--- config.mk ---
export PLATFORM = sky130hd
export DESIGN_NAME = conv_puncturer
export DESIGN_NICKNAME = d
export VERILOG_FILES = /design/src/rtl/conv_puncturer.sv
export SDC_FILE = /design/constraint.sdc
export NUM_CORES = 1
export LEC_CHECK = 0
export BUFFER_PORTS_ARGS = -buffer_cell sky130_fd_sc_hd__buf_2
export CAP_MARGIN = 20
export CORE_AREA = 2 2 56 58
export DETAILED_ROUTE_END_ITERATION = 16
export DIE_AREA = 0 0 58 60
export HOLD_SLACK_MARGIN = 0.03
export MAX_ROUTING_LAYER = met4
export PLACE_DENSITY = 0.67
export SETUP_SLACK_MARGIN = 0.05
export SYNTH_ARGS = -nofsm -noshare
export SYNTH_HDL_FRONTEND = slang
export SYNTH_SLANG_ARGS = --single-unit
--- constraint.sdc ---
create_clock -name Clock -period 5.5 [get_ports Clock]
set_input_delay 0.825 -clock Clock [delete_from_list [all_inputs] [get_ports Clock]]
set_output_delay 0.825 -clock Clock [all_outputs]
set_load 0.02 [all_outputs]
--- src/rtl/conv_puncturer.sv ---
// conv_puncturer: 802.11a rate-1/2 -> 1/2, 2/3, 3/4 puncturer with output FIFO
module conv_puncturer #(
  parameter int FIFO_AW = 3
) (
  input  logic               Clock,
  input  logic               Reset,
  input  logic               Start,
  input  logic [1:0]         Rate,
  input  logic               InBit,
  input  logic               InValid,
  output logic               InReady,
  output logic               OutBit,
  output logic               OutValid,
  input  logic               OutReady,
  output logic [FIFO_AW:0]   Level
);
  localparam int DEPTH = 1 << FIFO_AW;
  localparam logic [FIFO_AW:0] FULL = (FIFO_AW + 1)'(DEPTH);
  logic [1:0]         r_rate;
  logic [2:0]         r_phase;
  logic               r_mem [DEPTH];
  logic [FIFO_AW-1:0] r_wp, r_rp;
  logic [FIFO_AW:0]   r_level;
  logic [1:0]         w_rate;
  logic [2:0]         w_phase, w_last;
  logic               w_keep, w_acc, w_push, w_pop;
  assign InReady  = r_level != FULL;
  assign OutValid = r_level != '0;
  assign OutBit   = OutValid & r_mem[r_rp];
  assign Level    = r_level;
  assign w_acc    = InValid && InReady;
  assign w_push   = w_acc && w_keep;
  assign w_pop    = OutValid && OutReady;
  // Start takes effect in its own cycle, so a coincident bit is phase 0 of the new rate
  always_comb begin
    w_rate  = Start ? Rate : r_rate;
    w_phase = Start ? 3'd0 : r_phase;
    w_last  = w_rate == 2'b01 ? 3'd3 : w_rate == 2'b10 ? 3'd5 : 3'd1;
    w_keep  = w_rate == 2'b01 ? (w_phase != 3'd3) :
              w_rate == 2'b10 ? (w_phase != 3'd3 && w_phase != 3'd4) : 1'b1;
  end
  // Rate/phase tracking, FIFO pointers and occupancy
  always_ff @(posedge Clock or posedge Reset) begin
    if (Reset) begin
      r_rate  <= 2'b00;
      r_phase <= 3'd0;
      r_wp    <= '0;
      r_rp    <= '0;
      r_level <= '0;
    end else begin
      if (Start) r_rate <= Rate;
      if (w_acc) r_phase <= (w_phase == w_last) ? 3'd0 : w_phase + 3'd1;
      else if (Start) r_phase <= 3'd0;
      if (w_push) r_wp <= r_wp + 1'b1;
      if (w_pop) r_rp <= r_rp + 1'b1;
      if (w_push && !w_pop) r_level <= r_level + (FIFO_AW + 1)'(1);
      else if (!w_push && w_pop) r_level <= r_level - (FIFO_AW + 1)'(1);
    end
  end
  // FIFO storage; contents are meaningless outside the occupied window so no reset
  always_ff @(posedge Clock) begin
    if (w_push) r_mem[r_wp] <= InBit;
  end
endmodule

Yosys cells after proc, flatten, opt, wreduce, memory -nomap -nowiden
Memory sizes are Yosys's and may differ from the RTL's.
Index checks and enable logic that the tools add are counted.

word-level totals
  RAM bits = 8
  output and inout bits = 7
  input port bits = 8
  memories = 1
  register bits after elaboration = 15
  word-level logic and storage cells = 40

cells by class
  reduce and logical (&&, ||, !) cells = 10
  muxes and demuxes = 12
  $add $sub $neg = 5
  equality and inequality tests = 6
  bitwise logic cells = 1

memories
  memory  depth  bits a word  rd ports  clocked after Yosys merged registers in  write ports  line  text
  r_mem   8      1            1         0                                        1            21    logic r_mem [DEPTH];

operators by type and width
  kind                   count
  $mux W3                5
  $add A3 B1 Y3 const B  3
  $mux W4                2
  $logic_and A1 B1 Y1    6
  $add A4 B1 Y4 const B  1
  $mux W1                4
  $ne A4 B4 Y1 const B   1
  $reduce_bool A4 Y1     1
  $sub A4 B1 Y4 const B  1
  $eq A3 B3 Y1           1
  $ne A3 B2 Y1 const B   1
  $ne A3 B3 Y1 const B   1
  $eq A2 B1 Y1 const B   1
  $eq A2 B2 Y1 const B   1
  $logic_not A1 Y1       2
  $mux W2                1
  $reduce_bool A2 Y1     1
  $and A1 B1 Y1          1

Longest topological paths before layout
  word-level depth = 10
  gate-level depth with buffers = 14
  mapped depth without buffers = 14

Worst setup path after synthesis
OpenSTA, ideal clock, no wires.

  kind = input -> register
  start point = input Start
  end point = register r_level[3] (netlist: Level[3])
  cell stages on the path = 14
  buffers on the path = 0
  data arrival time = 3.392 ns
  slack = 1.982 ns
  setup time = 0.126 ns
  required time = 5.374 ns
  cells stage by stage = nor2b_1 > and2_1 > ha_1 > and4b_1 > a31oi_1 > nand3_4 > inv_1 > ha_1 > inv_1 > ha_1 > a21o_2 > a2111oi_0 > a31oi_1 > a221o_1

between the ends
  word-level cells in the longest chain between the ends = 9
  elaborated cells between the ends (all ways) = 15
  those cells by class = eq/ne (4); mux (5); reduce/logical (6)

RTL lines
  item                                          line    text
  from (decl)                                   7       input logic Start,
  $mux W3                                       --
  $ne A3 B2 Y1 or $ne A3 B3 Y1 (tied branches)  39, 40
  $logic_and A1 B1 Y1                           40      w_rate == 2'b10 ? (w_phase != 3'd3 && w_phase != 3'd4) : 1'b1;
  $mux W1                                       40
  $mux W1 (*)                                   39      w_keep = w_rate == 2'b01 ? (w_phase != 3'd3) :
  $logic_and A1 B1 Y1 (*)                       32      assign w_push = w_acc && w_keep;
  named net w_push                              26      logic w_keep, w_acc, w_push, w_pop;
  $logic_not A1 Y1                              57      else if (!w_push && w_pop) r_level <= r_level - (FIFO_AW + 1)'(1);
  $logic_and A1 B1 Y1                           57
  $reduce_bool A2 Y1 (no source line)           --
  to (signal assigned)                          56      if (w_push && !w_pop) r_level <= r_level + (FIFO_AW + 1)'(1);
  to (signal assigned)                          57
  to (decl)                                     23      logic [FIFO_AW:0] r_level;

The timed path passes the listed nets; every way through them passes the cells marked *.
A chain may end at the register's enable or synchronous reset.

Worst setup path in the final report
Ends and elaborated chain as after synthesis.

==> key figures <==
Critical path
  • Crit path kind: input pin to register
  • WP buf/inv: 3
  • CP top delay family: compound AO/OA/AOI/OAI gates
  • Cell Chain, Critical Path: buf_2 -> nor2b_1 -> and2_1 -> ha_1 -> and4b_1 -> a31oi_1 -> nand3_4 -> inv_1 -> ha_1 -> inv_1 -> ha_1 -> a21o_2 -> a2111oi_0 -> a31oi_1 -> a221o_1
  • Slowest cell on crit path: a2111oi_0
  • CP max FO: 7
  • CP Depth: 15
  • Most used cell, CP: ha_1
  • Worst setup EP type: register
  • Reg2reg setup slack: approximately 2 ns
  • Worst path max stage delay: between 0.3 and 0.4 ns
  • CP Data Arrival Time: 3.82 ns
  • R2r worst-path depth: 14
  • Startpoint types: input pin
  • Req. time, crit path: 5.70 ns

Clock network
  • Htree depth: 1
  • Post-cts resize count: 0
  • Clk sinks: 23
  • Post CTS Setup Buffer Count: 0
  • Hold-fix buffers, CTS: 0
  • Longest Clk Path Bufs: 2
  • Clock transition at the registers of the reported paths: 0.12 ns
  • Num CTS Buffers: 3
  • Clk root buf: clkbuf_4
  • CTS tree: built
  • Skew-Pair Late Insertion Delay: 0.30 ns

Layout
  • Area delta synth->final: 9.70%
  • Share of layout cells above drive strength 1: a little over a quarter
  • Area occupied by multi-input gates: roughly 600 um2
  • Ant diodes: 0
  • Fillers: 276
  • Final #Nets: 135
  • Register area: 616 um2

Synthesis
  • Post-synth cell types: 44
  • Synthesis Warnings: 0
  • Post-synth top area share: 29.7%
  • Simple-gate share of the synthesized area: 19.7%
  • Adder-cell share of the synthesized area: under 10%
  • XOR/XNOR share of the synthesized area: 4.85%
  • Syn Area/Cell: 12.3 um2
  • Top FF cell, synth: dfrtp_1
  • Number of synthesized flops with an enable pin: 8
  • Async SR Flop Fraction: between 60 and 70%
  • Area of the mapped netlist: between 0.001 and 0.0015 mm2
  • Synth area leader: dfrtp_1
  • Mapped Cells: 103
  • Part of the Yosys area used for sequential elements: 48.7%
  • Syn Nets: 118
  • Synth Register Bits: 23
  • Largest family of logic cells by synthesized area: simple AND/OR/NAND/NOR gates
  • Mux share of post-synthesis cell area: a little over 9%
  • Top cells by area, synth: dfrtp_1 (30%), edfxtp_1 (19%), ha_1 (5.9%), mux2_2 (4.5%), xnor2_1 (4.2%)
  • Synth Area in Compound Gates: approximately 7.3%

Power
  • Max VDD drop: 0.235 mV
  • Sw Ratio: 39.1%
  • Internal power: approximately 420 uW
  • Combinational Power Share: roughly 45%
  • Clock Power Share: 11.0%
  • Power Dens Cells: 496 mW/mm2
  • Leak: 0.000561 uW
  • Power share of the sequential group: 43.6%
  • Psw: 269 uW
  • Total power draw: 688 uW

STA
  • RSZ-0062 raised after global routing: no
  • PnR worst setup slack: 1.88 ns
  • Hold WS: 0.488 ns
  • Minimum clock period: 3.62 ns
  • Hold violation total from the final report: 0
  • Max-Slew Margin vs Limit: 59.2%
  • Worst slew pin tran: 0.611 ns
  • Final Skew: approximately 0.0097 ns
  • Setup TNS: 0 ns
  • # setup viols final: 0
  • Final Cycle Share: 65.8%
  • Fmax: 276 MHz
  • Pins Over Slew Limit: 0

Drt
  • Drt total wl: 2.12 mm
  • Detailed Routing Iterations Pass 1: 3
  • Final ANT Viol Nets: 0
  • DR WL/cell: 13.9 um
  • DRT iter0 DRCs: 18
  • Via count: approximately 840
  • Routed vias/inst: 5.51
  • DRC Markers: 0

GRT
  • Grt total ovfl: 0
  • Total GRT Usage: 15.0%
  • Number of global-route vias before repair: 858
  • Initial antenna violation count: 0
  • First-pass GRT wire length: 3.75 mm
  • Largest net degree at the start of global routing: 16

Die
  • Die area: 0.00348 mm2
  • Site Rows: 20
  • Die Y: ~60 um
  • Core box area: 0.00290 mm2
  • Initial Util: 43.5%
  • Ports: 15
  • Die Width: 58 um

Placement
  • GP Congestion: slightly above 0.8
  • DP Worst Slack: 1.55 ns
  • Hpwl dp: 1.65 mm
  • Port bufs: 14

Flow run
  • Max Cap Viol: 0

Outcome
  • Status: finished clean

Min path
  • HP Class: register to register
  • Hold Path Depth: 1
-- placed cells by master (no fill, tap or decap), types with 2 or more instances in the layout --
cell type,count
nand4_1,2
ha_1,6
nand3_1,2
dfrtp_1,15
a21boi_0,2
nor2b_1,3
nor2_1,4
mux2_2,5
a31oi_1,3
and2_1,2
inv_1,5
clkbuf_4,3
edfxtp_1,8
nand2_1,3
nor4_1,2
mux4_2,2
nor3_1,5
xnor2_1,6
buf_2,14
nand2b_1,2
-- layer usage --
metal	part of all wire (%)	global-route usage [%]
met1	44	17.3
met2	53	25.8
met3	2.9	2.81
met4	0.47	5.98
met5	0	-
-- power by group through the flow --
| stage | registers [uW] | logic (uW) | clock network (uW) |
|---|---|---|---|
| after global placement | 300 | 300 | 0 |
| after CTS | 301 | 315 | 78.7 |
| after floorplan | 307 | 229 | 0 |
| after global routing | 311 | 350 | 87.9 |
| final | 300 | 312 | 75.5 |
| after detailed placement | 304 | 313 | 0 |
-- flip-flops by register name, indices dropped and copies added (netlist names) --
| register | count |
|---|---|
| r_rate | 2 |
| r_rp | 3 |
| r_mem | 8 |
| r_phase | 3 |
| r_wp | 3 |
| Level | 4 |
-- final timing paths --
path	startpoint	end
max	Start	Level[3]
min	r_rp[2]	r_rp[2]
max reg2reg	r_phase[0]	Level[3]
min reg2reg	r_rp[2]	r_rp[2]
max in group asynchronous	Reset	r_rp[2]
min in group asynchronous	Reset	r_rp[0]
-- cell type report --
cell class,instances,area share [%]
timing repair buffer,14,5.05
sequential,23,44.4
inverter,5,1.35
multi-input combinational,73,44.3
tap,33,2.98
clock buffer,4,1.90
-- synthesized netlist by cell type (2+ instances only) --
| master | n |
|---|---|
| nor2_1 | 4 |
| edfxtp_1 | 8 |
| a31oi_1 | 3 |
| a21boi_0 | 2 |
| inv_1 | 5 |
| nand3_1 | 2 |
| nor4_1 | 2 |
| ha_1 | 6 |
| nor3_1 | 5 |
| nand4_1 | 2 |
| dfrtp_1 | 15 |
| and2_1 | 2 |
| nand2b_1 | 2 |
| nand2_1 | 3 |
| mux4_2 | 2 |
| nor2b_1 | 3 |
| xnor2_1 | 6 |
| mux2_2 | 5 |
-- per-stage QoR --
step | utilization (%) | cells | cell area, um2
finish | 47.8 | 152 | 1390
global route | 47.8 | 152 | 1390
CTS | 47.8 | 152 | 1390
detailed placement | 46.9 | 148 | 1360
global placement | 46.9 | 148 | 1360
floorplan | - | 103 | 1260
-- cell families after synthesis --
kind of cell    after synthesis
flops                        23
xor+xnor                      7
fa+ha+maj                     7
buf+inv                       7
mux                           8
compound gates               13
simple gates                 38
Note: power is estimated with default switching activity, not from simulation.
